### src/rtl/product_byte_serializer.sv
`default_nettype none
// ============================================================================
//  Module   : product_byte_serializer
//  Purpose  : Buffers finished 16-bit multiplier products in a small FIFO and
//             streams each one out as bytes over a valid/ready byte channel.
//             This decouples multiplier throughput from a slow or stalling
//             byte consumer.
//  Revision : 1.0  initial release
// ----------------------------------------------------------------------------
//  Ports
//    clk        in   1                 rising-edge clock
//    rst_n      in   1                 asynchronous active-low reset
//    flush      in   1                 synchronous clear of FIFO and serializer
//    in_data    in   DATA_W            product word from the multiplier
//    in_valid   in   1                 in_data valid
//    in_ready   out  1                 FIFO can accept a word (level < DEPTH)
//    out_byte   out  8                 current output byte (registered)
//    out_valid  out  1                 out_byte valid (registered)
//    out_ready  in   1                 consumer accepts out_byte
//    level      out  $clog2(DEPTH)+1   words held in the FIFO, excluding the
//                                      word currently being serialized
//  Build option
//    PBS_XOR_TAG_EN : when defined, each word is followed by a third byte
//                     holding hi ^ lo. Undefined: two bytes per word.
// ============================================================================
module product_byte_serializer #(
  parameter int DATA_W    = 16,
  parameter int DEPTH     = 4,
  parameter int LSB_FIRST = 1
) (
  input  logic                     clk,
  input  logic                     rst_n,
  input  logic                     flush,
  input  logic [DATA_W-1:0]        in_data,
  input  logic                     in_valid,
  output logic                     in_ready,
  output logic [7:0]               out_byte,
  output logic                     out_valid,
  input  logic                     out_ready,
  output logic [$clog2(DEPTH):0]   level
);

  localparam int AW = (DEPTH > 1) ? $clog2(DEPTH) : 1;
  localparam int LW = $clog2(DEPTH) + 1;
  localparam logic [LW-1:0] FULL_LEVEL = LW'(DEPTH);

  typedef enum logic [1:0] {
    ST_IDLE  = 2'd0,
    ST_BYTE0 = 2'd1,
    ST_BYTE1 = 2'd2
`ifdef PBS_XOR_TAG_EN
    , ST_TAG = 2'd3
`endif
  } state_t;

  // --------------------------------------------------------------------------
  // FIFO storage and bookkeeping
  // --------------------------------------------------------------------------
  logic [DATA_W-1:0] mem [DEPTH];
  logic [AW-1:0]     wr_ptr;
  logic [AW-1:0]     rd_ptr;
  logic [DATA_W-1:0] head;
  logic              push;
  logic              pop;

  // Ready depends on level only, so a full FIFO refuses a word even when a
  // pop happens in the same cycle.
  assign in_ready = (level < FULL_LEVEL);
  assign push     = in_valid && in_ready && !flush;
  assign head     = mem[rd_ptr];

  always_ff @(posedge clk) begin
    if (push) begin
      mem[wr_ptr] <= in_data;
    end
  end

  always_ff @(posedge clk or negedge rst_n) begin
    if (!rst_n) begin
      wr_ptr <= '0;
      rd_ptr <= '0;
      level  <= '0;
    end else if (flush) begin
      wr_ptr <= '0;
      rd_ptr <= '0;
      level  <= '0;
    end else begin
      if (push) wr_ptr <= wr_ptr + AW'(1);
      if (pop)  rd_ptr <= rd_ptr + AW'(1);
      if (push && !pop)      level <= level + LW'(1);
      else if (pop && !push) level <= level - LW'(1);
    end
  end

  // --------------------------------------------------------------------------
  // Serializer
  // --------------------------------------------------------------------------
  state_t            state, state_d;
  logic [DATA_W-1:0] shreg;
  logic [7:0]        out_byte_d;
  logic              out_valid_d;

  function automatic logic [7:0] first_of(input logic [DATA_W-1:0] w);
    return (LSB_FIRST != 0) ? w[7:0] : w[15:8];
  endfunction

  function automatic logic [7:0] second_of(input logic [DATA_W-1:0] w);
    return (LSB_FIRST != 0) ? w[15:8] : w[7:0];
  endfunction

  // Next-state logic also computes the next output byte so that out_byte and
  // out_valid come straight from flops; out_ready only steers their D inputs.
  always_comb begin
    state_d    = state;
    out_byte_d = out_byte;
    pop        = 1'b0;
    unique case (state)
      ST_IDLE: begin
        if (level != '0) begin
          pop        = 1'b1;
          state_d    = ST_BYTE0;
          out_byte_d = first_of(head);
        end
      end
      ST_BYTE0: begin
        if (out_ready) begin
          state_d    = ST_BYTE1;
          out_byte_d = second_of(shreg);
        end
      end
`ifdef PBS_XOR_TAG_EN
      ST_BYTE1: begin
        if (out_ready) begin
          state_d    = ST_TAG;
          out_byte_d = shreg[15:8] ^ shreg[7:0];
        end
      end
      ST_TAG: begin
`else
      ST_BYTE1: begin
`endif
        // Last byte of the word: chain straight into the next word when one
        // is waiting so a continuous stream has no idle bubble.
        if (out_ready) begin
          if (level != '0) begin
            pop        = 1'b1;
            state_d    = ST_BYTE0;
            out_byte_d = first_of(head);
          end else begin
            state_d    = ST_IDLE;
            out_byte_d = 8'h00;
          end
        end
      end
      default: begin
        state_d    = ST_IDLE;
        out_byte_d = 8'h00;
      end
    endcase
    if (flush) begin
      pop        = 1'b0;
      state_d    = ST_IDLE;
      out_byte_d = 8'h00;
    end
    out_valid_d = (state_d != ST_IDLE);
  end

  always_ff @(posedge clk or negedge rst_n) begin
    if (!rst_n) begin
      state     <= ST_IDLE;
      shreg     <= '0;
      out_byte  <= 8'h00;
      out_valid <= 1'b0;
    end else begin
      state     <= state_d;
      out_byte  <= out_byte_d;
      out_valid <= out_valid_d;
      if (pop) shreg <= head;
    end
  end

endmodule
`default_nettype wire

### config.mk
export PLATFORM = sky130hd
export DESIGN_NAME = product_byte_serializer
export DESIGN_NICKNAME = d
export VERILOG_FILES = /design/src/rtl/product_byte_serializer.sv
export SDC_FILE = /design/constraint.sdc
export NUM_CORES = 1
export LEC_CHECK = 0
export ABC_AREA = 1
export BUFFER_PORTS_ARGS = -buffer_cell sky130_fd_sc_hd__clkbuf_2
export CORE_MARGIN = 2
export CORE_UTILIZATION = 35
export DETAILED_ROUTE_END_ITERATION = 8
export PLACE_DENSITY = 0.55
export SLEW_MARGIN = 5
export SYNTH_ARGS = -nofsm -noshare
export SYNTH_HDL_FRONTEND = slang
export SYNTH_SLANG_ARGS = --single-unit
### constraint.sdc
create_clock -name clk -period 4 [get_ports clk]
set_clock_uncertainty 0.1 [all_clocks]
set_input_delay 1.2 -clock clk [delete_from_list [all_inputs] [get_ports clk]]
set_output_delay 1.2 -clock clk [all_outputs]
set_load 0.01 [all_outputs]
==> impl_metrics.json <==
{
  "drive_gt1_share_pct": 18.6,
  "drv_cap": 0,
  "grt_use_met1_pct": 18.6,
  "hp-start": "out_byte[1]",
  "r2r_slack_ps": 2050,
  "dp_worst_setup_slack_ps": 1130,
  "path_cells": "clkbuf_2, inv_2, nand3_1, inv_2, nand2_1, inv_1, fa_1, nand3_1, nand2_1, nand2_1, nand2_1",
  "nNetsFinal": 398,
  "ant_nets": 0,
  "crit_path_max_incr_delay_ps": 380,
  "period_needed_ps": 2500,
  "crit_type": "in2reg",
  "firstDrtPassIters": 6,
  "cts_buffer_depth": 2,
  "postCtsResizedCells": 0,
  "die_area_sq_um": 11500,
  "met2_usage_pct": 21.2,
  "cts_inserted_buffers": 9,
  "crit_path_frequent_cell": "nand2_1",
  "yosys_warnings": 0,
  "synth-edff-count": 64,
  "ys_types": 27,
  "cp-start-kind": "primary input",
  "yosysMostFrequentCell": "nand2_1",
  "fin_setup_tns_ps": 0,
  "cts_setup_buffers": 0,
  "path_max_fanout": 11,
  "max_freq_mhz": 400,
  "port_buffers": 33,
  "track_usage_pct": 13.6,
  "num_rows": 37,
  "start_util_pct": 36.2,
  "grt_pass1_vias": 2346,
  "cts-root-buf": "clkbuf_8",
  "vias_per_cell": 4.64,
  "peakVddDrop_mv": 0.237,
  "seq_area_sq_um": 2570,
  "reg2reg_to": "level[2]",
  "worst_pin_slew_ps": 645,
  "syn_to_final_growth_pct": 13.7,
  "drcViolationCount": 0,
  "multiInputGateArea_sq_um": 1010,
  "dp_hpwl_um": 4780,
  "vias": 2378,
  "hold_violations": 0,
  "routedWlPerCell_um": 14.2,
  "rr_startpoint": "state[0]",
  "cp.arrival_ps": 2650,
  "synthTopCellsByCount": "105 x nand2_1, 64 x edfxtp_1, 28 x o21ai_0, 26 x dfrtp_1, 23 x nand3_1",
  "finish.instance_area_sq_um": 4250,
  "finalNonFillerCells": 513,
  "grt_pass1_wl_um": 11800,
  "clock_latency_ps": 350,
  "grt_max_degree": 34,
  "die_h_um": 107,
  "async_flop_share_pct": 28.9,
  "grt_use_met3_pct": 4.24,
  "routed_wl_um": 7270,
  "path_clk_slew_ps": 90,
  "timing.final.crit_share_pct": 62.5,
  "antenna_found_initial": 0,
  "drt_first_iter_violations": 114,
  "synthTopCellsByArea": "edfxtp_1 51%, dfrtp_1 17%, nand2_1 11%",
  "antennaDiodeCount": 0,
  "relSlewSlack_pct": 57.0,
  "cts_sinks": 90,
  "synth-seq-cells": 90,
  "syn-mean-instance-area_sq_um": 11.2,
  "cts_tree": "yes",
  "required_ps": 4150,
  "grt-busiest-layer": "met2",
  "die_x_um": 107,
  "fill_cells": 999,
  "gp_congestion": 0.766,
  "outcome": "finished clean",
  "whs_path_depth": 2,
  "yosysSeqAreaShare_pct": 68.8,
  "ff2ff_path_depth": 11,
  "core_region_area_sq_um": 10300,
  "hold_path_class": "reg2reg",
  "cp-end-kind": "flip-flop",
  "cts_htree_levels": 3,
  "synth_cells": 335,
  "p_leak_nw": 1.77,
  "crit_buf_inv": 4,
  "io_pins": 34,
  "power.density_nw_per_um2": 653,
  "crit_family": "simple AND/OR/NAND/NOR gates",
  "final-max-slew-violation-count": 0,
  "hold_ws_ps": 378,
  "synth_top_area_cell": "edfxtp_1",
  "hold_buffers": 0,
  "crit_slowest_cell": "fa_1",
  "overflow": 0,
  "min_to": "out_byte[1]",
  "dpl_cell_area_sq_um": 4030,
  "rsz0062_at_grt": "no",
  "synthFlopType": "edfxtp_1",
  "finalSetupViolCount": 0,
  "fin_ws_ps": 1500,
  "synth_top_area_share_pct": 51.4,
  "place_inst": 497,
  "synth_nets": 361,
  "netlist_area_sq_um": 3740
}
cells by family after synthesis:
logic type / after synthesis / share of synthesized area [%]
AO/OA/AOI/OAI: 51 / 7.43
buffers and inverters: 31 / 4.12
AND/OR/NAND/NOR: 158 / 17.7
flip-flops: 90 / 68.8
adder cells (fa/ha/maj): 5 / 1.87
sequential cells by signal, indices dropped and copies added, names as in the netlist:
name and count:
mem 64, out_valid 1, state 2, level 3
shreg 8, rd_ptr 2, out_byte 8, wr_ptr 2
worst reg2reg max path, stage by stage, from the launching register on:
cell     delay (ps)
dfrtp_1         380
inv_2           130
nand2_1         100
nand2_2         110
nand2_2         180
nand2_1         170
inv_1            60
fa_1            380
nand3_1          90
nand2_1          50
nand2_1          50
nand2_1          40
report_power, final:
part | internal (mW) | total (mW) | switching [mW] | leakage, nW
Clock | 0.354 | 0.663 | 0.309 | 0.105
Sequential | 1.15 | 1.22 | 0.0694 | 0.917
Combinational | 0.284 | 0.895 | 0.611 | 0.744
Total | 1.79 | 2.77 | 0.989 | 1.77
placed cells by master, fill, tap and decap left out, drive strengths merged:
| master | n |
|---|---|
| clkbuf | 43 |
| a21oi | 4 |
| clkinv | 2 |
| dfrtp | 26 |
| inv | 19 |
| clkinvlp | 1 |
| nand3 | 24 |
| o22ai | 9 |
| and3b | 1 |
| edfxtp | 64 |
| fa | 1 |
| nor3 | 1 |
| nor2 | 23 |
| buf | 6 |
| or2 | 1 |
| o21ai | 38 |
| bufinv | 2 |
| ha | 4 |
| nand2 | 108 |
worst max-delay path by stage:
stage / to / depth (start not counted) / slack (ps) / startpoint
CTS: level[2] / 11 / 1520 / flush
finish: level[2] / 11 / 1500 / flush
detailed placement: level[2] / 11 / 1130 / flush
floorplan: mem[0][0] / 3 / 1320 / flush
global route: level[2] / 11 / 1350 / flush
global placement: level[2] / 11 / 1190 / flush
layout make-up:
type | instances | share of cell area, %
Clock buffer | 10 | 3.00
Clock inverter | 6 | 2.09
Inverter | 18 | 1.62
Multi-Input combinational cell | 214 | 23.8
Sequential cell | 90 | 60.5
Tap cell | 136 | 4.00
Timing Repair Buffer | 39 | 4.95
metrics by stage:
stage	power, mW	utilization (%)
6_report	2.77	41.2
5_1_grt	2.98	41.2
4_1_cts	2.81	41.2
3_5_place_dp	2.14	39.1
3_3_place_gp	2.14	39.1
2_1_floorplan	1.90	-
routing by layer:
layer | vias to the layer above | part of all wire (%)
li1 | 1208 | -
met1 | 1122 | 50
met2 | 42 | 45
met3 | 6 | 3.8
met4 | 0 | 1.1
met5 | - | 0
No activity file was read; power rests on OpenSTA's default activity.
